`src/rtl/stack_op_sequencer_if.sv`:
```
// Command channel between the instruction decoder and stack_op_sequencer.
// The decoder is the master; the sequencer is the slave.
interface stack_op_sequencer_if #(
  parameter int ADDR_WIDTH = 12
);
  logic                  cmd_valid;
  logic                  cmd_ready;
  logic [2:0]            cmd_op;
  logic [2:0]            cmd_src;
  logic [ADDR_WIDTH-1:0] cmd_tos;

  modport master (
    output cmd_valid,
    output cmd_op,
    output cmd_src,
    output cmd_tos,
    input  cmd_ready
  );

  modport slave (
    input  cmd_valid,
    input  cmd_op,
    input  cmd_src,
    input  cmd_tos,
    output cmd_ready
  );
endinterface

```
`src/rtl/stack_op_sequencer.sv`:
```
// stack_op_sequencer: command-level controller for the operand-stack / TOS
// datapath. Takes one command at a time over the cmd interface and sequences
// the datapath's register enables, mux selects and memory write strobes,
// while keeping a shadow copy of the TOS register in 'depth'.
//
// Optional feature macro: STACK_SEQ_PERF_EN
//   defined     -> perf_ops / perf_errs are saturating 16-bit event counters
//   not defined -> perf_ops / perf_errs are tied to zero, no counters built
module stack_op_sequencer #(
  parameter int ADDR_WIDTH = 12
) (
  input  logic                  clk,
  input  logic                  reset,
  stack_op_sequencer_if.slave   cmd,
  output logic [ADDR_WIDTH-1:0] tos_ret_val,
  output logic [2:0]            sel_mux_stack,
  output logic                  ctrl_reg_read_stack,
  output logic                  ctrl_reg_write_stack,
  output logic                  ctrl_reg_read_mem,
  output logic                  ctrl_reg_write_mem,
  output logic                  sel_mux_tos,
  output logic                  ctrl_reg_tos,
  output logic                  sel_tos_updater,
  output logic                  ctrl_stack,
  output logic                  ctrl_mem_ext,
  output logic [ADDR_WIDTH-1:0] depth,
  output logic                  done,
  output logic                  err,
  output logic [1:0]            err_code,
  output logic [15:0]           perf_ops,
  output logic [15:0]           perf_errs
);

  typedef enum logic [2:0] {
    OP_NOP    = 3'd0,
    OP_PUSH   = 3'd1,
    OP_POP    = 3'd2,
    OP_LOAD   = 3'd3,
    OP_STORE  = 3'd4,
    OP_SETTOS = 3'd5
  } op_t;

  // LOAD and STORE reuse the push/pop micro-steps, but get their own states
  // because their selects and done timing differ from plain PUSH/POP.
  typedef enum logic [3:0] {
    S_IDLE,
    S_NOP,
    S_ERR,
    S_P1,
    S_P2,
    S_R1,
    S_R2,
    S_M1,
    S_M2,
    S_LP1,
    S_LP2,
    S_SR1,
    S_SR2,
    S_W1,
    S_W2,
    S_T1
  } state_t;

  localparam logic [ADDR_WIDTH-1:0] DepthFull = {ADDR_WIDTH{1'b1}};
  localparam logic [ADDR_WIDTH-1:0] DepthOne  = ADDR_WIDTH'(1);

  state_t                state_q, state_d;
  logic [1:0]            err_code_d;
  logic [ADDR_WIDTH-1:0] depth_q;
  logic [ADDR_WIDTH-1:0] tos_ret_val_q;
  logic                  cmd_ready_q;
  logic [2:0]            sel_mux_stack_q;
  logic                  ctrl_reg_read_stack_q;
  logic                  ctrl_reg_write_stack_q;
  logic                  ctrl_reg_read_mem_q;
  logic                  ctrl_reg_write_mem_q;
  logic                  sel_mux_tos_q;
  logic                  ctrl_reg_tos_q;
  logic                  sel_tos_updater_q;
  logic                  ctrl_stack_q;
  logic                  ctrl_mem_ext_q;
  logic                  done_q;
  logic                  err_q;
  logic [1:0]            err_code_q;

  logic accept;
  logic src_legal;
  logic is_full;
  logic is_empty;

  assign accept    = (state_q == S_IDLE) && cmd.cmd_valid;
  assign src_legal = cmd.cmd_src inside {3'b000, 3'b010, 3'b011, 3'b100};
  assign is_full   = (depth_q == DepthFull);
  assign is_empty  = (depth_q == '0);

  // Next-state: validate the command on acceptance, then walk the fixed
  // micro-step chain for that command and return to IDLE.
  always_comb begin
    state_d    = state_q;
    err_code_d = 2'b00;
    case (state_q)
      S_IDLE: begin
        if (cmd.cmd_valid) begin
          case (cmd.cmd_op)
            OP_NOP: state_d = S_NOP;
            OP_PUSH: begin
              if (!src_legal) begin
                state_d    = S_ERR;
                err_code_d = 2'b11;
              end else if (is_full) begin
                state_d    = S_ERR;
                err_code_d = 2'b01;
              end else begin
                state_d = S_P1;
              end
            end
            OP_POP: begin
              if (is_empty) begin
                state_d    = S_ERR;
                err_code_d = 2'b10;
              end else begin
                state_d = S_R1;
              end
            end
            OP_LOAD: begin
              if (is_full) begin
                state_d    = S_ERR;
                err_code_d = 2'b01;
              end else begin
                state_d = S_M1;
              end
            end
            OP_STORE: begin
              if (is_empty) begin
                state_d    = S_ERR;
                err_code_d = 2'b10;
              end else begin
                state_d = S_SR1;
              end
            end
            OP_SETTOS: state_d = S_T1;
            default: begin
              state_d    = S_ERR;
              err_code_d = 2'b11;
            end
          endcase
        end
      end
      S_P1:   state_d = S_P2;
      S_R1:   state_d = S_R2;
      S_M1:   state_d = S_M2;
      S_M2:   state_d = S_LP1;
      S_LP1:  state_d = S_LP2;
      S_SR1:  state_d = S_SR2;
      S_SR2:  state_d = S_W1;
      S_W1:   state_d = S_W2;
      default: state_d = S_IDLE;
    endcase
  end

  // FSM state, shadow depth, latched TOS value and all strobes. Strobes are
  // registered decodes of the state being entered, so they line up exactly
  // with the state they belong to and never glitch.
  always_ff @(posedge clk) begin
    if (reset) begin
      state_q                <= S_IDLE;
      depth_q                <= '0;
      tos_ret_val_q          <= '0;
      cmd_ready_q            <= 1'b1;
      sel_mux_stack_q        <= 3'b000;
      ctrl_reg_read_stack_q  <= 1'b0;
      ctrl_reg_write_stack_q <= 1'b0;
      ctrl_reg_read_mem_q    <= 1'b0;
      ctrl_reg_write_mem_q   <= 1'b0;
      sel_mux_tos_q          <= 1'b0;
      ctrl_reg_tos_q         <= 1'b0;
      sel_tos_updater_q      <= 1'b0;
      ctrl_stack_q           <= 1'b0;
      ctrl_mem_ext_q         <= 1'b0;
      done_q                 <= 1'b0;
      err_q                  <= 1'b0;
      err_code_q             <= 2'b00;
    end else begin
      state_q     <= state_d;
      cmd_ready_q <= (state_d == S_IDLE);

      if (accept && (cmd.cmd_op == OP_SETTOS)) begin
        tos_ret_val_q <= cmd.cmd_tos;
      end

      // The shadow depth moves on the same edge the datapath TOS register
      // is enabled, so both always hold the same value.
      case (state_q)
        S_P1, S_LP1:  depth_q <= depth_q + DepthOne;
        S_R2, S_SR2:  depth_q <= depth_q - DepthOne;
        S_T1:         depth_q <= tos_ret_val_q;
        default:      depth_q <= depth_q;
      endcase

      // S_P1 can only be entered straight from acceptance, so the live
      // cmd_src is the accepted one.
      if (state_d == S_P1) begin
        sel_mux_stack_q <= cmd.cmd_src;
      end else if (state_d == S_LP1) begin
        sel_mux_stack_q <= 3'b001;
      end else begin
        sel_mux_stack_q <= 3'b000;
      end

      ctrl_reg_write_stack_q <= (state_d == S_P1) || (state_d == S_LP1);
      ctrl_reg_read_stack_q  <= (state_d == S_R2) || (state_d == S_SR2);
      sel_tos_updater_q      <= (state_d == S_R2) || (state_d == S_SR2);
      ctrl_reg_tos_q         <= (state_d == S_P1) || (state_d == S_LP1) ||
                                (state_d == S_R2) || (state_d == S_SR2) ||
                                (state_d == S_T1);
      ctrl_reg_read_mem_q    <= (state_d == S_M2);
      ctrl_reg_write_mem_q   <= (state_d == S_W1);
      sel_mux_tos_q          <= (state_d == S_T1);
      ctrl_stack_q           <= (state_d == S_P2) || (state_d == S_LP2);
      ctrl_mem_ext_q         <= (state_d == S_W2);
      done_q                 <= (state_d == S_NOP) || (state_d == S_P2) ||
                                (state_d == S_R2)  || (state_d == S_LP2) ||
                                (state_d == S_W2)  || (state_d == S_T1);
      err_q                  <= (state_d == S_ERR);
      err_code_q             <= err_code_d;
    end
  end

  assign cmd.cmd_ready         = cmd_ready_q;
  assign tos_ret_val           = tos_ret_val_q;
  assign sel_mux_stack         = sel_mux_stack_q;
  assign ctrl_reg_read_stack   = ctrl_reg_read_stack_q;
  assign ctrl_reg_write_stack  = ctrl_reg_write_stack_q;
  assign ctrl_reg_read_mem     = ctrl_reg_read_mem_q;
  assign ctrl_reg_write_mem    = ctrl_reg_write_mem_q;
  assign sel_mux_tos           = sel_mux_tos_q;
  assign ctrl_reg_tos          = ctrl_reg_tos_q;
  assign sel_tos_updater       = sel_tos_updater_q;
  assign ctrl_stack            = ctrl_stack_q;
  assign ctrl_mem_ext          = ctrl_mem_ext_q;
  assign depth                 = depth_q;
  assign done                  = done_q;
  assign err                   = err_q;
  assign err_code              = err_code_q;

`ifdef STACK_SEQ_PERF_EN
  logic [15:0] perf_ops_q;
  logic [15:0] perf_errs_q;

  // Saturating counts of completed and rejected commands, one per pulse.
  always_ff @(posedge clk) begin
    if (reset) begin
      perf_ops_q  <= 16'h0000;
      perf_errs_q <= 16'h0000;
    end else begin
      if (done_q && (perf_ops_q != 16'hFFFF)) begin
        perf_ops_q <= perf_ops_q + 16'h0001;
      end
      if (err_q && (perf_errs_q != 16'hFFFF)) begin
        perf_errs_q <= perf_errs_q + 16'h0001;
      end
    end
  end

  assign perf_ops  = perf_ops_q;
  assign perf_errs = perf_errs_q;
`else
  assign perf_ops  = 16'h0000;
  assign perf_errs = 16'h0000;
`endif

endmodule
```
`src/flat_wrapper.sv`:
```
// flat-port wrapper written by rule: the top's interface ports become plain ports
module stack_op_sequencer_flat 
#(
  parameter int ADDR_WIDTH = 12
)
  (clk, reset, tos_ret_val, sel_mux_stack, ctrl_reg_read_stack, ctrl_reg_write_stack, ctrl_reg_read_mem, ctrl_reg_write_mem, sel_mux_tos, ctrl_reg_tos, sel_tos_updater, ctrl_stack, ctrl_mem_ext, depth, done, err, err_code, perf_ops, perf_errs, cmd_cmd_valid, cmd_cmd_op, cmd_cmd_src, cmd_cmd_tos, cmd_cmd_ready);
  stack_op_sequencer_if #(.ADDR_WIDTH(ADDR_WIDTH)) cmd_i ();
  input  logic clk;
  input  logic reset;
  output logic [ADDR_WIDTH-1:0] tos_ret_val;
  output logic [2:0] sel_mux_stack;
  output logic ctrl_reg_read_stack;
  output logic ctrl_reg_write_stack;
  output logic ctrl_reg_read_mem;
  output logic ctrl_reg_write_mem;
  output logic sel_mux_tos;
  output logic ctrl_reg_tos;
  output logic sel_tos_updater;
  output logic ctrl_stack;
  output logic ctrl_mem_ext;
  output logic [ADDR_WIDTH-1:0] depth;
  output logic done;
  output logic err;
  output logic [1:0] err_code;
  output logic [15:0] perf_ops;
  output logic [15:0] perf_errs;
  input wire logic [$bits(cmd_i.cmd_valid)-1:0] cmd_cmd_valid;
  input wire logic [$bits(cmd_i.cmd_op)-1:0] cmd_cmd_op;
  input wire logic [$bits(cmd_i.cmd_src)-1:0] cmd_cmd_src;
  input wire logic [$bits(cmd_i.cmd_tos)-1:0] cmd_cmd_tos;
  output wire logic [$bits(cmd_i.cmd_ready)-1:0] cmd_cmd_ready;
  assign cmd_i.cmd_valid = cmd_cmd_valid;
  assign cmd_i.cmd_op = cmd_cmd_op;
  assign cmd_i.cmd_src = cmd_cmd_src;
  assign cmd_i.cmd_tos = cmd_cmd_tos;
  assign cmd_cmd_ready = cmd_i.cmd_ready;
  stack_op_sequencer #(.ADDR_WIDTH(ADDR_WIDTH)) u_core (.clk(clk), .reset(reset), .cmd(cmd_i), .tos_ret_val(tos_ret_val), .sel_mux_stack(sel_mux_stack), .ctrl_reg_read_stack(ctrl_reg_read_stack), .ctrl_reg_write_stack(ctrl_reg_write_stack), .ctrl_reg_read_mem(ctrl_reg_read_mem), .ctrl_reg_write_mem(ctrl_reg_write_mem), .sel_mux_tos(sel_mux_tos), .ctrl_reg_tos(ctrl_reg_tos), .sel_tos_updater(sel_tos_updater), .ctrl_stack(ctrl_stack), .ctrl_mem_ext(ctrl_mem_ext), .depth(depth), .done(done), .err(err), .err_code(err_code), .perf_ops(perf_ops), .perf_errs(perf_errs));
endmodule
```
`config.mk`:
```
export PLATFORM = sky130hd
export DESIGN_NAME = stack_op_sequencer_flat
export DESIGN_NICKNAME = d
export VERILOG_FILES = /design/src/rtl/stack_op_sequencer_if.sv /design/src/rtl/stack_op_sequencer.sv /design/src/flat_wrapper.sv
export SDC_FILE = /design/constraint.sdc
export NUM_CORES = 1
export LEC_CHECK = 0
export CAP_MARGIN = 20
export CORE_ASPECT_RATIO = 1.1
export CORE_MARGIN = 2
export CORE_UTILIZATION = 41
export CTS_CLUSTER_SIZE = 8
export DETAILED_ROUTE_END_ITERATION = 12
export PLACE_DENSITY = 0.84
export SLEW_MARGIN = 20
export SYNTH_ARGS = -nofsm -noshare
export SYNTH_HDL_FRONTEND = slang
export SYNTH_SLANG_ARGS = --single-unit
```
`constraint.sdc`:
```
create_clock -name clk -period 2.7 [get_ports clk]
set_input_delay 0.81 -clock clk [delete_from_list [all_inputs] [get_ports clk]]
set_output_delay 0.81 -clock clk [all_outputs]
set_load 0.005 [all_outputs]
```
==> summary.md, run 1 <==
| Metric | Value |
|---|---|
| Post-synthesis cell area | 2623 um2 |
| Number of port buffers | 61 |
| Worst hold path type | reg -> reg |
| Via Count | 2433 |
| Clock Pin Slew Worst Setup and Hold Paths | 0.08 ns |
| Post-route ant nets | 0 |
| Flops & latches, synth | 44 |
| Die area | approximately 7100 um2 |
| Clk_lat worst skew | between 0.3 and 0.4 ns |
| Total power | 1460 uW |
| Drt pass-1 iters | 4 |
| Vias in the first global route | 2300 |
| Max Freq | 380.7 MHz |
| Tmin final | 2.627 ns |
| Seq. cell area | 883.3 um2 |
| Final worst slack | 0.07348 ns |
| RSZ-0062 raised after global routing | yes |
| Pre-CTS setup slack | -0.2353 ns |
| Area of the multi-input gates | 1572 um2 |
| Setup violators final | 0 |
| Final Util | 0.5642 |
| WL final | roughly 6700 um |
| WP data arrival | 2.83 ns |
| Grt met1 use | 0.2170 |
| Total GRT Usage | 0.1884 |
| FFs w/ async S/R, synth | 0 |
| Overflow after GRT | 0 |
| Ports | 94 |
| Final GP Congestion | 0.8653 |
| Worst clock skew | approximately 0.012 ns |
| Core area | between 6000 and 7000 um2 |
| Nature of the critical path startpoint | primary input |
| Worst-case vdd ir drop | roughly 0.25 mV |
| Number of diodes | 0 |
| Post-synth EDFFs | 0 |
| CTS max path bufs | 2 |
| Status | finished, final reports clean |
| Synth area leaders | dfxtp_1 34%, buf_4 9.7%, mux2i_1 7.6% |
| Hold depth | 2 |
| Critical path endpoint category | flip-flop |
| Library cells used by synthesis | 59 |
| Gate count after technology mapping | slightly above 300 |
| Number of DRC markers in iteration 0 | 92 |
| Mean post-synth cell area | 8.598 um2 |
| Most frequent cells after synthesis | 45 x nor2_1, 44 x dfxtp_1, 34 x buf_4 |
| Max Cap Viol | 0 |
| CTS Buf Count | 5 |
| Prevailing post-synth register cell | dfxtp_1 |
| Layout cells sized above 1 | 0.1658 |
| Power Density | ~420 nW/um2 |
| Cell taking the most area after synthesis | dfxtp_1 |
| # rows | 30 |
| Count leader, synth | nor2_1 |
| Chip Height | 87.88 um |
| Final net count | 417 |
| Initial core utilization | 0.4234 |
| Setup TNS | 0 ns |
| First-pass GRT wire length | 10450 um |
| Antenna violations before repair | 0 |
| YS warnings | 0 |
| Setup Crit Path Kind | in -> reg |
| Largest net degree at the start of global routing | 21 |
| Clk sinks | 44 |
| Vias per inst | 5.221 |
| CTS tree | built |
| CP max FO | 5 |
| Top-area cell type share of the netlist area | 0.3359 |
| Root buffer cell | clkbuf_8 |
| P_leak | about 0.0016 uW |
| Final worst path period share | 0.9728 |
| Cell count of the worst reg-to-reg path | 12 |
| Chip width | 80.26 um |
| Gr busiest metal | met2 |
| GR Util met3 | 0.04639 |
| H-tree Lvls | 2 |
| Fillers | 551 |
| HPWL Detailed | 5059 um |
| Final Hold Viols | 0 |
| DR DRC count | 0 |
| WL/cell | 14.30 um |
| Met2 usage | 0.3515 |
| Post-synthesis sequential area ratio | 0.3359 |
| Required time at the worst-slack endpoint | 2.91 ns |
| Slew Limit Fails | 0 |
| P&R area growth vs syn | 33.25% |
[final timing paths]
path	start	endpoint	slack, ns
setup / recovery	cmd_cmd_valid	u_core.sel_mux_stack[2]	0.07
hold / removal	u_core.tos_ret_val[7]	u_core.depth[7]	0.53
hold reg to reg	u_core.tos_ret_val[7]	u_core.depth[7]	0.53
setup reg to reg	u_core.state_q[3]	u_core.depth[8]	0.13
[cell usage in the layout (no fill, tap or decap), drive strengths merged, types with 2 or more instances in the layout]
cell type       n
nand3           5
ha             10
and2            5
conb           32
o21ai           8
mux2i          20
or3             3
nand2b          2
and4            2
clkbuf          6
or2             2
inv             5
a31o            2
xnor2           4
buf            29
nand2          16
xor2            5
a21o            4
clkdlybuf4s50  61
nor4            7
a21oi          10
o21a            3
dfxtp          44
a2111oi         3
nor3b           7
o211ai          2
nor2           46
nor3            6
and3            4
a31oi           2
a211oi          8
nand4           5
clkinv          2
[per-stage QoR]
step / cell area, um2 / std cells / hold slack, ns
final: 3495 / 466 / 0.5313
after global routing: 3495 / 466 / 0.5702
after CTS: 3426 / 464 / 0.5443
after detailed placement: 3326 / 456 / 0.5187
after global placement: 3326 / 456 / 0.5109
after floorplan: 2739 / 336 / 0.4994
[per-layer routing]
| layer | vias up | part of all wire | wire, um |
|---|---|---|---|
| li1 | 1181 | - | - |
| met1 | 1137 | 0.40 | 2659 |
| met2 | 104 | 0.52 | 3492 |
| met3 | 11 | 0.067 | 444 |
| met4 | 0 | 0.010 | 69 |
| met5 | - | 0 | 0 |
[timing repair]
item	in CTS	in global routing
buffers inserted	0	2
resized for setup	1	12
pin swaps	0	5
hold buffers	0	0
endpoints found under the setup margin	1	12
[where the power goes]
group,internal (uW),switching [uW],total [uW]
sequential,678,21.1,699
clock,204,229,433
combinational,176,152,328
[registers in the layout (all words and copies together), names as in the netlist, 2 cells and up]
register / flops
u_core.err_code: 2
u_core.state_q: 4
u_core.sel_mux_stack: 3
u_core.depth: 12
u_core.tos_ret_val: 12
[critical path, cell delays in order]
cell             delay [ns]
clkdlybuf4s50_1        0.46
or4b_4                 0.49
or2_4                  0.26
nor3b_2                0.18
a21oi_2                0.12
and2_4                 0.18
and3_1                 0.18
and2_1                 0.15
[layout make-up]
cell class / instances / area share
Sequential cell: 44 / 0.2528
Clock inverter: 2 / 0.002864
Inverter: 5 / 0.005371
Timing Repair Buffer: 90 / 0.2370
Clock buffer: 6 / 0.02363
Multi-Input combinational cell: 239 / 0.4497
Tap cell: 80 / 0.02864
[logic make-up after synthesis]
| logic type | after synthesis | share of synthesized area |
|---|---|---|
| AND/OR/NAND/NOR | 116 | 0.2338 |
| buffers and inverters | 53 | 0.1317 |
| AO/OA/AOI/OAI | 51 | 0.1355 |
| flip-flops | 44 | 0.3359 |
| multiplexers | 20 | 0.07634 |
| adder cells (fa/ha/maj) | 11 | 0.05534 |
| XOR/XNOR | 9 | 0.03006 |
| other | 1 | 0.001430 |
Power figures use the tool's default switching activity.
==> inputs of run 2 (changes only) <==
CORE_UTILIZATION = 42   (was 41)
CTS_BUF_LIST = sky130_fd_sc_hd__clkbuf_4   (was default)
PLACE_DENSITY = 0.86   (was 0.84)
==> run 2 against run 1 <==
  * Sequential share of layout area is 0.88 points higher
  * Sequential power hardly changed
  * Clock skew is 0.0029 ns lower
  * Power is 10% lower
  * Non-clock buffer count is 7 lower
  * Worst setup slack worse by 0.0089 ns
  * Utilization is 1.3 points lower
  * Critical endpoint is now u_core.depth[11]
  * Largest cell class unchanged
  * Highest routed layer unchanged
==> summary.md, run 2 (synthesized netlist as in run 1, its figures left out) <==
| Metric | Value |
|---|---|
| Status | finished, final reports clean |
| Final Util | 0.5511 (-0.01312) |
| Die area | 6893 um2 (-2.3%) |
| Antenna violations before repair | 0 (unchanged) |
| Chip width | 79.34 um (-1.1%) |
| Number of port buffers | 61 (unchanged) |
| Crit-path leading delay family | compound AO/OA/AOI/OAI gates |
| Hold depth | 2 (unchanged) |
| Required time at the worst-slack endpoint | 2.97 ns (+0.06 ns) |
| Final GP Congestion | 0.8440 (-2.5%) |
| Max Freq | 379.5 MHz (-0.34%) |
| # rows | 30 (unchanged) |
| First-pass GRT wire length | 10290 um (-1.5%) |
| Most common cell after layout, fill and taps aside | clkdlybuf4s50_1 |
| Clk_lat worst skew | 0.35 ns (+0.04 ns) |
| Final Hold Viols | 0 (unchanged) |
| Worst-case vdd ir drop | 0.2480 mV (-1.8%) |
| Overflow after GRT | 0 (unchanged) |
| Root buffer cell | clkbuf_4 |
| Power Density | 389.3 nW/um2 (-6.8%) |
| Critical R2R Launch | u_core.state_q[1] |
| Worst reg2reg endpoint | u_core.depth[11] |
| Placed Area | 3288 um2 (-1.1%) |
| Post-route ant nets | 0 (unchanged) |
| CP Buf/Inv Count | 2 (+1) |
| CTS tree | built |
| CP max stage cell | dfxtp_2 |
| Setup repair bufs after CTS | 0 (unchanged) |
| WHS Endpoint | u_core.depth[11] |
| Total GRT Usage | 0.1875 (-0.0009530) |
| CTS max path bufs | 2 (unchanged) |
| DR DRC count | 0 (unchanged) |
| WP data arrival | 2.91 ns (+0.08 ns) |
| H-tree Lvls | 2 (unchanged) |
| Final worst path period share | 0.9761 (+0.003284) |
| Design area | 3372 um2 (-3.5%) |
| Vias in the first global route | 2276 (-1.0%) |
| Core area | 6118 um2 (-1.2%) |
| HPWL Detailed | 4933 um (-2.5%) |
| P_leak | 0.001518 uW (-3.0%) |
| Critical path endpoint category | flip-flop |
| Setup violators final | 0 (unchanged) |
| Number of diodes | 0 (unchanged) |
| Number of DRC markers in iteration 0 | 94 (+2.2%) |
| Most frequent cells in the layout | 61 x clkdlybuf4s50_1, 45 x nor2_1, 43 x dfxtp_1, 32 x conb_1, 22 x buf_4 |
| Flop2flop setup slack | 0.06 ns (-0.07 ns) |
| Slowest stage delay, CP | 0.35 ns (-0.14 ns) |
| Nature of the critical path startpoint | flip-flop |
| Hold Startpoint | u_core.tos_ret_val[11] |
| Worst hold path type | reg -> reg |
| Setup Crit Path Kind | reg -> reg |
| Largest net degree at the start of global routing | 22 (+4.8%) |
| Setup TNS | 0 ns (unchanged) |
| Vias per inst | 5.210 (-0.22%) |
| Final net count | 410 (-1.7%) |
| Initial core utilization | 0.4286 (+0.005196) |
| Chip Height | 86.88 um (-1.1%) |
| Tmin final | 2.635 ns (+0.008867 ns) |
| Clk sinks | 44 (unchanged) |
| Drt pass-1 iters | 4 (unchanged) |
| WL final | 6376 um (-4.3%) |
| Number of hold buffers added after cts | 0 (unchanged) |
| Cell count of the worst reg-to-reg path | 12 (unchanged) |
| Via Count | 2386 (-1.9%) |
| Worst clock skew | 0.009050 ns (-0.002868 ns) |
| Max Cap Viol | 0 (unchanged) |
| Relative max-transition margin | 0.6105 |
| Crit-path cells | xor2_1 -> nand3b_1 -> inv_2 -> buf_4 -> ha_1 -> o21ai_0 -> o21ai_1 -> a31oi_2 -> a21oi_2 -> mux2i_1 -> xnor2_1 -> a211oi_1 |
| WL/cell | 13.92 um (-2.7%) |
| P&R area growth vs syn | 28.58% |
| Worst-margin pin slew | 0.5824 ns |
| Fillers | 547 (-0.73%) |
| Ports | 94 (unchanged) |
| Clock Pin Slew Worst Setup and Hold Paths | 0.12 ns (+0.04 ns) |
| Slew Limit Fails | 0 (unchanged) |
| CTS Buf Count | 5 (unchanged) |
| RSZ-0062 raised after global routing | yes |
| CP max FO | 8 (+3) |
| Layout cells sized above 1 | 0.1323 (-0.03353) |
[run 2: cell count changes in the layout (fill, tap and decap cells not counted), sizes merged]
cell | previous run | this run
buf | 29 | 22
clkinv | 2 | 1
[run 2: routing by layer]
| layer | up-vias | track usage | wire [um] | share of wire |
|---|---|---|---|---|
| li1 | 1163 | - | - | - |
| met1 | 1107 | 0.2101 | 2489 | 0.39 |
| met2 | 99 | 0.3374 | 3281 | 0.51 |
| met3 | 17 | 0.04668 | 426 | 0.067 |
| met4 | 0 | 0.07837 | 178 | 0.028 |
| met5 | - | 0 | 0 | 0 |
[run 2: timing repair]
| item | in CTS | in global routing |
|---|---|---|
| gates resized for setup | 1 | 8 |
| pin swaps | 0 | 2 |
| cloned | 0 | 0 |
| endpoints found under the setup margin | 1 | 12 |
[run 2: worst register-to-register path, stage by stage, from the launching register on]
cell and delay (ns):
dfxtp_2 0.35, xor2_1 0.15, nand3b_1 0.15, inv_2 0.09
buf_4 0.18, ha_1 0.32, o21ai_0 0.12, o21ai_1 0.26
a31oi_2 0.17, a21oi_2 0.20, mux2i_1 0.25, xnor2_1 0.09
a211oi_1 0.22
[run 2: cell type report]
class                   instances  area, um2  share of cell area
multi-input cells             239       1545              0.4583
flip-flops and latches         44      882.1              0.2616
repair buffers                 83      775.7              0.2301
well taps                      80      100.1             0.02968
clock buffers                   6      45.04             0.01336
inverters                       5      18.77            0.005566
clock inverters                 1      5.005            0.001484
[run 2: worst max-delay path by stage]
stage	start	end	cells after the start
4_1_cts	u_core.state_q[1]	u_core.depth[11]	12
2_1_floorplan	u_core.state_q[3]	u_core.depth[10]	12
6_report	u_core.state_q[1]	u_core.depth[11]	12
5_1_grt	u_core.state_q[3]	u_core.depth[11]	12
3_3_place_gp	cmd_cmd_valid	u_core.sel_mux_stack[1]	8
3_5_place_dp	cmd_cmd_src[1]	u_core.cmd.cmd_ready	8
[run 2: per-stage QoR]
step	setup slack (ns)	hold slack (ns)	power, uW	std cells
floorplan	0.05417	0.4994	912.6	336
global placement	-0.2021	0.5005	1012	451
detailed placement	-0.2715	0.5271	1021	451
CTS	0.0005678	0.5408	1317	458
global route	-0.08965	0.5631	1378	458
finish	0.06462	0.5471	1313	458
[run 2: power by group]
| group | total [uW] | switching (uW) | leakage, uW | internal, uW |
|---|---|---|---|---|
| Combinational | 313 | 147 | 0.00113 | 166 |
| Sequential | 698 | 20.1 | 0.000357 | 678 |
| Clock | 302 | 195 | 0.0000315 | 106 |
| Total | 1310 | 362 | 0.00152 | 950 |
==> inputs of run 3 (changes only) <==
CORE_UTILIZATION = 41   (was 42)
CTS_BUF_LIST = sky130_fd_sc_hd__clkbuf_16   (was sky130_fd_sc_hd__clkbuf_4)
PLACE_DENSITY = 0.84   (was 0.86)
==> run 3 against run 2 <==
  * Combinational power is 6% higher
  * Non-clock buffer count up 8
  * First-iteration DRC count grew 5.3%
  * Clock skew fell by 0.0028 ns
  * Count of clock-buffer cells in the layout shrank 1
  * Routed wire length is 4.8% higher
  * Clock power grew 90%
  * Register-to-register slack improved by 0.05 ns
  * Critical endpoint is now u_core.sel_mux_stack[2]
==> summary.md, run 3 (synthesized netlist as in run 1, its figures left out) <==
| Metric | Value |
|---|---|
| Vias in the first global route | 2303 (+1.2%) |
| Overflow after GRT | 0 (unchanged) |
| Layout cells sized above 1 | 0.1654 (+0.03310) |
| Drt pass-1 iters | 4 (unchanged) |
| Worst clock skew | 0.006221 ns (-0.002829 ns) |
| Initial core utilization | 0.4234 (-0.005196) |
| Flop2flop setup slack | 0.11 ns (+0.05 ns) |
| Critical R2R Launch | u_core.state_q[3] |
| Final Hold Viols | 0 (unchanged) |
| P_leak | 0.001591 uW (+4.8%) |
| Crit-path cells | clkdlybuf4s50_1 -> or4b_4 -> or2_4 -> nor3b_2 -> a21oi_2 -> and2_4 -> and3_1 -> and2_1 |
| Placed Area | 3326 um2 (+1.1%) |
| Final Util | 0.5713 (+0.02019) |
| Final worst path period share | 0.9852 (+0.009097) |
| WL/cell | 14.31 um (+2.8%) |
| Worst hold path type | reg -> reg |
| Nature of the critical path startpoint | primary input |
| Worst reg2reg endpoint | u_core.depth[11] |
| Number of DRC markers in iteration 0 | 99 (+5.3%) |
| WL final | 6682 um (+4.8%) |
| Most common cell after layout, fill and taps aside | clkdlybuf4s50_1 |
| WP data arrival | 2.84 ns (-0.07 ns) |
| Clock Pin Slew Worst Setup and Hold Paths | 0.06 ns (-0.06 ns) |
| HPWL Detailed | 5059 um (+2.6%) |
| Final net count | 418 (+2.0%) |
| Total GRT Usage | 0.1882 (+0.0007384) |
| Setup Crit Path Kind | in -> reg |
| Slowest stage delay, CP | 0.50 ns (+0.15 ns) |
| CTS max path bufs | 2 (unchanged) |
| Critical path endpoint category | flip-flop |
| Clk_lat worst skew | 0.29 ns (-0.06 ns) |
| Core area | 6193 um2 (+1.2%) |
| Critical Path End | u_core.sel_mux_stack[2] |
| CP max stage cell | or4b_4 |
| Design area | 3538 um2 (+4.9%) |
| CTS Buf Count | 5 (unchanged) |
| Die area | 7053 um2 (+2.3%) |
| Antenna violations before repair | 0 (unchanged) |
| Number of hold buffers added after cts | 0 (unchanged) |
| Tmin final | 2.660 ns (+0.02456 ns) |
| Ports | 94 (unchanged) |
| Number of port buffers | 61 (unchanged) |
| Cell count of the worst reg-to-reg path | 12 (unchanged) |
| Max Freq | 375.9 MHz (-0.92%) |
| Root buffer cell | clkbuf_16 |
| Slew Limit Fails | 0 (unchanged) |
| H-tree Lvls | 2 (unchanged) |
| Power Density | 454.0 nW/um2 (+17%) |
| Post-route ant nets | 0 (unchanged) |
| Chip width | 80.26 um (+1.2%) |
| Status | finished, final reports clean |
| Largest net degree at the start of global routing | 21 (-4.5%) |
| Total power | 1606 uW (+22%) |
| RSZ-0062 raised after global routing | yes |
| Worst-case vdd ir drop | 0.3278 mV (+32%) |
| CP max FO | 5 (-3) |
| Required time at the worst-slack endpoint | 2.88 ns (-0.09 ns) |
| Vias per inst | 5.257 (+0.91%) |
| Chip Height | 87.88 um (+1.2%) |
| Final worst slack | 0.04005 ns (-0.02456 ns) |
| DR DRC count | 0 (unchanged) |
| Worst Setup SP | cmd_cmd_valid |
| Clk sinks | 44 (unchanged) |
| Final GP Congestion | 0.8653 (+2.5%) |
| Number of diodes | 0 (unchanged) |
| Pre-CTS setup slack | -0.2353 ns (+0.03614 ns) |
| First-pass GRT wire length | 10450 um (+1.5%) |
| # rows | 30 (unchanged) |
| P&R area growth vs syn | 34.92% |
| Max Cap Viol | 0 (unchanged) |
| Most frequent cells in the layout | 61 x clkdlybuf4s50_1, 45 x nor2_1, 42 x dfxtp_1, 32 x conb_1, 30 x buf_4 |
| Setup violators final | 0 (unchanged) |
| CTS tree | built |
| Via Count | 2455 (+2.9%) |
| Setup TNS | 0 ns (unchanged) |
==> run 3: cell types whose count changed in the layout (fill, tap and decap cells not counted), sizes merged <==
| cell | before | now |
|---|---|---|
| buf | 22 | 30 |
| clkbuf | 6 | 5 |
| clkinv | 1 | 3 |
==> run 3: how the worst min path moves through the flow <==
stage / start / endpoint / slack [ns] / depth (start not counted)
global placement: u_core.tos_ret_val[2] / u_core.depth[2] / 0.51 / 2
global route: u_core.tos_ret_val[9] / u_core.depth[9] / 0.57 / 2
finish: u_core.tos_ret_val[7] / u_core.depth[7] / 0.54 / 2
CTS: u_core.tos_ret_val[5] / u_core.depth[5] / 0.54 / 2
floorplan: u_core.tos_ret_val[9] / u_core.depth[9] / 0.50 / 2
detailed placement: u_core.tos_ret_val[5] / u_core.depth[5] / 0.52 / 2
==> run 3: power by group <==
part           total, uW  internal (uW)  switching, uW
Clock                575            336            239
Sequential           700            679           21.5
Combinational        331            178            153
==> run 3: what timing repair did <==
item                       in CTS  in global routing
buffers inserted                0                  3
pin swaps                       0                  5
resized for setup               1                 12
cloned                          0                  0
setup endpoints to repair       1                 16
==> run 3: worst max-delay path: cells and delay by family <==
| kind | cells | cell delay, ns |
|---|---|---|
| AND/OR/NAND/NOR | 6 | 1.44 |
| buffers and inverters | 1 | 0.47 |
| AO/OA/AOI/OAI | 1 | 0.11 |
==> run 3: cell type report <==
cell class / count / area, um2
Clock buffer: 5 / 125.1
Clock inverter: 3 / 13.76
Fill cell: 549 / 2655
Inverter: 5 / 18.77
Multi-Input combinational cell: 239 / 1562
Sequential cell: 44 / 883.3
Tap cell: 80 / 100.1
Timing Repair Buffer: 91 / 835.8
==> run 3: metrics by stage <==
stage	std cells	hold slack [ns]
finish	467	0.5356
global route	467	0.5659
CTS	464	0.5412
detailed placement	456	0.5187
global placement	456	0.5109
floorplan	336	0.4994
==> run 3: routing by layer <==
| layer | GRT usage | routed length (um) | share of wire | vias to the layer above |
|---|---|---|---|---|
| met5 | 0 | 0 | 0 | - |
| met4 | 0.06317 | 144 | 0.022 | 0 |
| li1 | - | - | - | 1184 |
| met2 | 0.3470 | 3472 | 0.52 | 97 |
| met3 | 0.03918 | 397 | 0.059 | 15 |
| met1 | 0.2151 | 2666 | 0.40 | 1159 |
==> patch 1, RTL diff (settings of run 3) <==
Build with the macro `STACK_SEQ_PERF_EN` defined.
--- a/src/rtl/stack_op_sequencer.sv
+++ b/src/rtl/stack_op_sequencer.sv
@@ -7,4 +7,6 @@
 //   defined     -> perf_ops / perf_errs are saturating 16-bit event counters
 //   not defined -> perf_ops / perf_errs are tied to zero, no counters built
+`define STACK_SEQ_PERF_EN
+
 module stack_op_sequencer #(
   parameter int ADDR_WIDTH = 12
Function: changed (Yosys sat finds a counterexample within 4 cycles, from zero or initial values and one cycle with reset high).
==> patch 1 against run 3 <==
- maximum frequency is 3.2% higher
- area after synthesis grew 46%
- final area increased by 49%
- sequential share of layout area rose by 3.9 points
- critical path depth is the same
- first-iteration DRC count increased by 75%
- synthesized cell count up 51%
- final cell count increased by 48%
- via count up 54%
- sequential cell count rose by 32
- worst setup slack better by 0.083 ns
- routed wire length increased by 52%
- total power rose by 66%
- critical path type unchanged
- largest cell class unchanged
- largest power group unchanged
==> patch 1: results (changes against run 3) <==
| Metric | Value |
|---|---|
| Critical path class | primary input to flip-flop |
| Met2 WL post-DR | 4.883 mm (+41%) |
| R2R depth | 9 (-3) |
| Xor/xnor cell area share of the yosys netlist | 8.459% (+5.5 points) |
| GR Layer Usage met1 | 25.58% (+4.1 points) |
| Fin Clk Skew | 0.006454 ns (+0.0002324 ns) |
| Worst-skew pair later-pin latency | 0.32 ns (+0.03 ns) |
| Internal reg-to-reg setup slack | 0.23 ns (+0.12 ns) |
| Wl on met1 | 4.330 mm (+62%) |
| CTS Buf Count | 9 (+4) |
| Final Net Count | 601 (+44%) |
| Max Fanout on Critical Path | 4 (-1) |
| Mapped Cells | 460 (+51%) |
| Pre-CTS setup slack | -0.4524 ns (-0.2171 ns) |
| CP peak stage delay | 0.44 ns (-0.06 ns) |
| Reg2reg start | u_core.state_q[1] |
| Number of global-route vias before repair | 3644 (+58%) |
| Status | finished clean |
| Sequential Power Share | 44.4% (+0.8 points) |
| Sequential power | 0.00118 W (+69%) |
| Complex-gate fraction of the synthesized area | 16.10% (+2.6 points) |
| I/O Buffers | 93 (+52%) |
| Finished Layout Cells | 689 (+48%) |
| Max stage delay cell, worst path | or4b_1 |
| Crit path max-delay family | compound AO/OA/AOI/OAI gates |
| Met2 global-route usage | 33.13% (-1.6 points) |
| Worst setup path end | u_core.sel_mux_tos |
| Starting DRT DRC Count | 173 (+75%) |
| Mux share of post-synthesis cell area | 0.7838% (-6.8 points) |
| Worst Path Arrival | 2.81 ns (-0.03 ns) |
| First-pass GRT wire length | 16.55 mm (+58%) |
| H-tree Lvls | 3 (+1) |
| Met3 usage | 4.074% (+0.16 points) |
| Placed instance area | 0.004987 mm^2 (+50%) |
| All-layer global routing usage | 20.28% (+1.5 points) |
| Adder-Cell Fraction of Synth Area | 4.703% (-0.83 points) |
| Switching share of power | 23.96% (-1.8 points) |
| Clock network power | 0.00115 W (+100%) |
| Reg-to-reg endpoint | u_core.depth[10] |
| Synth top cells by count | 76 x dfxtp_1, 57 x nand2_1, 44 x nor2_1 |
| Avg Vias per Cell | 5.489 (+4.4%) |
| Final setup margin | 0.1235 ns (+0.08341 ns) |
| Largest net degree at the start of global routing | 56 (+170%) |
| RePlAce Congestion | 0.8646 (about the same) |
| Dpl hpwl | 7.554 mm (+49%) |
| Max IR drop VDD | 0.3634 mV (+11%) |
| WL/cell | 14.77 um (+3.2%) |
| Synth unique cells | 58 (-1.7%) |
| Seq/Total Area, Yosys | 39.71% (+6.1 points) |
| Top cells by area, synth | dfxtp_1 40%, nand2_1 5.6%, a21oi_1 5.0%, xor2_1 4.6%, nor2_1 4.3% |
| WL met3 | 685 um (+73%) |
[patch 1: area by class of cell]
cell class	instances	area, um^2
fillers	799	3939
well taps	117	146.4
inverters	14	52.55
multi-input cells	352	2185
repair buffers	114	1082
clock inverters	7	61.31
flip-flops and latches	76	1521
clock buffers	9	225.2
[patch 1: worst min path at each step]
| stage | startpoint | to | slack (ns) | cells after the start |
|---|---|---|---|---|
| final | u_core.tos_ret_val[10] | u_core.tos_ret_val[10] | 0.48 | 2 |
| after global routing | u_core.tos_ret_val[2] | u_core.tos_ret_val[2] | 0.50 | 2 |
| after CTS | u_core.tos_ret_val[10] | u_core.tos_ret_val[10] | 0.48 | 2 |
| after detailed placement | u_core.tos_ret_val[2] | u_core.tos_ret_val[2] | 0.47 | 2 |
| after global placement | u_core.tos_ret_val[0] | u_core.tos_ret_val[0] | 0.46 | 2 |
| after floorplan | u_core.tos_ret_val[0] | u_core.tos_ret_val[0] | 0.46 | 2 |
==> patch 2, RTL diff (settings of run 3) <==
Without the edit above. Remove the register `err_code_q`: a continuous assignment takes its place, so the output `err_code` follows one clock earlier.
--- a/src/rtl/stack_op_sequencer.sv
+++ b/src/rtl/stack_op_sequencer.sv
@@ -180,5 +180,4 @@
       done_q                 <= 1'b0;
       err_q                  <= 1'b0;
-      err_code_q             <= 2'b00;
     end else begin
       state_q     <= state_d;
@@ -223,7 +222,8 @@
                                 (state_d == S_W2)  || (state_d == S_T1);
       err_q                  <= (state_d == S_ERR);
-      err_code_q             <= err_code_d;
     end
   end
+
+  assign err_code_q = err_code_d;
 
   assign cmd.cmd_ready         = cmd_ready_q;
Check against the original RTL: not equivalent (Yosys sat finds a counterexample within 4 cycles, from zero or initial values and one cycle with reset high).
==> patch 2 against run 3 <==
- the run now ends with setup timing left
- final area up 13%
- final cell count up 7.3%
- combinational power up 9.4%
- worst hold slack worse by 0.012 ns
- area after synthesis up 2.1%
- sequential cell count down 2
- count of clock-buffer cells in the layout unchanged
- synthesized cell count up 0.66%
- total power up 4.3%
- routed wire length up 15%
- utilization up 7.0 points
- worst setup slack worse by 0.062 ns
- critical path depth up 4
- critical endpoint is now u_core.depth[11]
- highest routed layer unchanged
==> patch 2: results (changes against run 3) <==
| Metric | Value |
|---|---|
| Complex-gate fraction of the synthesized area | 20.74% (+7.2 points) |
| Seq/Total Area, Yosys | 31.39% (-2.2 points) |
| Number of fill cells in the layout | 516 (-6.0%) |
| Xor/xnor cell area share of the yosys netlist | 3.596% (+0.59 points) |
| Mux share of post-synthesis cell area | 7.894% (+0.26 points) |
| Synth top cells by count | 42 x dfxtp_1, 39 x nor2_1, 35 x buf_4 |
| Dpl hpwl | 5.422 mm (+7.2%) |
| Largest net degree at the start of global routing | 23 (+9.5%) |
| Final setup margin | -0.02151 ns (-0.06156 ns) |
| First-pass GRT wire length | 11.85 mm (+13%) |
| Final Net Count | 452 (+8.1%) |
| Max Fanout on Critical Path | 6 (+1) |
| Hold slack | 0.5239 ns (-0.01169 ns) |
| Endpoints failing setup | 1 (+1) |
| Synth unique cells | 56 (-5.1%) |
| Max IR drop VDD | 0.3502 mV (+6.8%) |
| P_leak | 1.779 nW (+12%) |
| Fin Clk Skew | 0.006458 ns (+0.0002371 ns) |
| Worst Path Arrival | 2.88 ns (+0.04 ns) |
| Avg Vias per Cell | 5.337 (+1.5%) |
| Number of global-route vias before repair | 2551 (+11%) |
| Failing checks | setup timing |
| WL/cell | 15.34 um (+7.2%) |
| Pre-CTS setup slack | -0.5879 ns (-0.3526 ns) |
| Status | finished with violations |
| Adder-Cell Fraction of Synth Area | 5.418% (-0.12 points) |
| All-layer global routing usage | 21.25% (+2.4 points) |
==> patch 2: per-layer routing <==
layer  vias to the layer above  part of all wire, %  global-route usage, %
met5                         -                    0                      0
met4                         0                  2.4                  7.704
met3                        23                  5.5                  5.612
met2                       100                   52                  37.42
met1                      1279                   40                  24.73
li1                       1272                    -                      -
==> patch 2: report_power, final <==
group | switching (W) | internal, W
Sequential | 0.0000127 | 0.000639
Combinational | 0.000177 | 0.000185
Clock | 0.000233 | 0.000429
Total | 0.000423 | 0.00125
==> patch 2: logic make-up after synthesis <==
logic type      Yosys count
mux                      21
other cells               1
buf+inv                  50
xor+xnor                 11
compound gates           73
flops                    42
simple gates             98
fa+ha+maj                11
==> patch 2: cell type report <==
type	instances	area [um^2]	share of cell area, %
multi-input combinational	246	1805	45.15
timing repair buffer	119	1054	26.35
sequential	42	847.1	21.18
clock buffer	5	125.1	3.129
tap	80	100.1	2.503
clock inverter	3	37.54	0.9387
inverter	6	30.03	0.7509
==> patch 2: worst paths after layout <==
path	start	to	cells after the start
min	u_core.tos_ret_val[4]	u_core.depth[4]	2
min reg2reg	u_core.tos_ret_val[4]	u_core.depth[4]	2
max reg2reg	u_core.state_q[3]	u_core.depth[11]	12
max	u_core.state_q[3]	u_core.depth[11]	12
==> patch 2: critical path: stages (launching register included) <==
cell     delay, ns
dfxtp_2       0.35
xnor2_4       0.14
or3b_4        0.43
inv_8         0.10
buf_4         0.11
buf_4         0.12
ha_1          0.27
or2_2         0.34
a21oi_2       0.21
a31oi_4       0.06
mux2i_1       0.23
xnor2_1       0.16
a21oi_1       0.08
==> patch 2: metrics by stage <==
stage | instances | utilization (%) | TNS, ns | area (um^2)
floorplan | 338 | - | -0.03532 | 2843
global placement | 482 | 57.91 | -7.139 | 3608
detailed placement | 482 | 57.91 | -7.556 | 3608
CTS | 494 | 61.53 | -0.03131 | 3834
global route | 501 | 64.18 | -0.2643 | 3999
finish | 501 | 64.18 | -0.02151 | 3999
==> patch 2: what timing repair did <==
item	in CTS	in global routing
gates resized for setup	21	26
buffers inserted	4	7
endpoints found under the setup margin	19	19
pin swaps	6	20
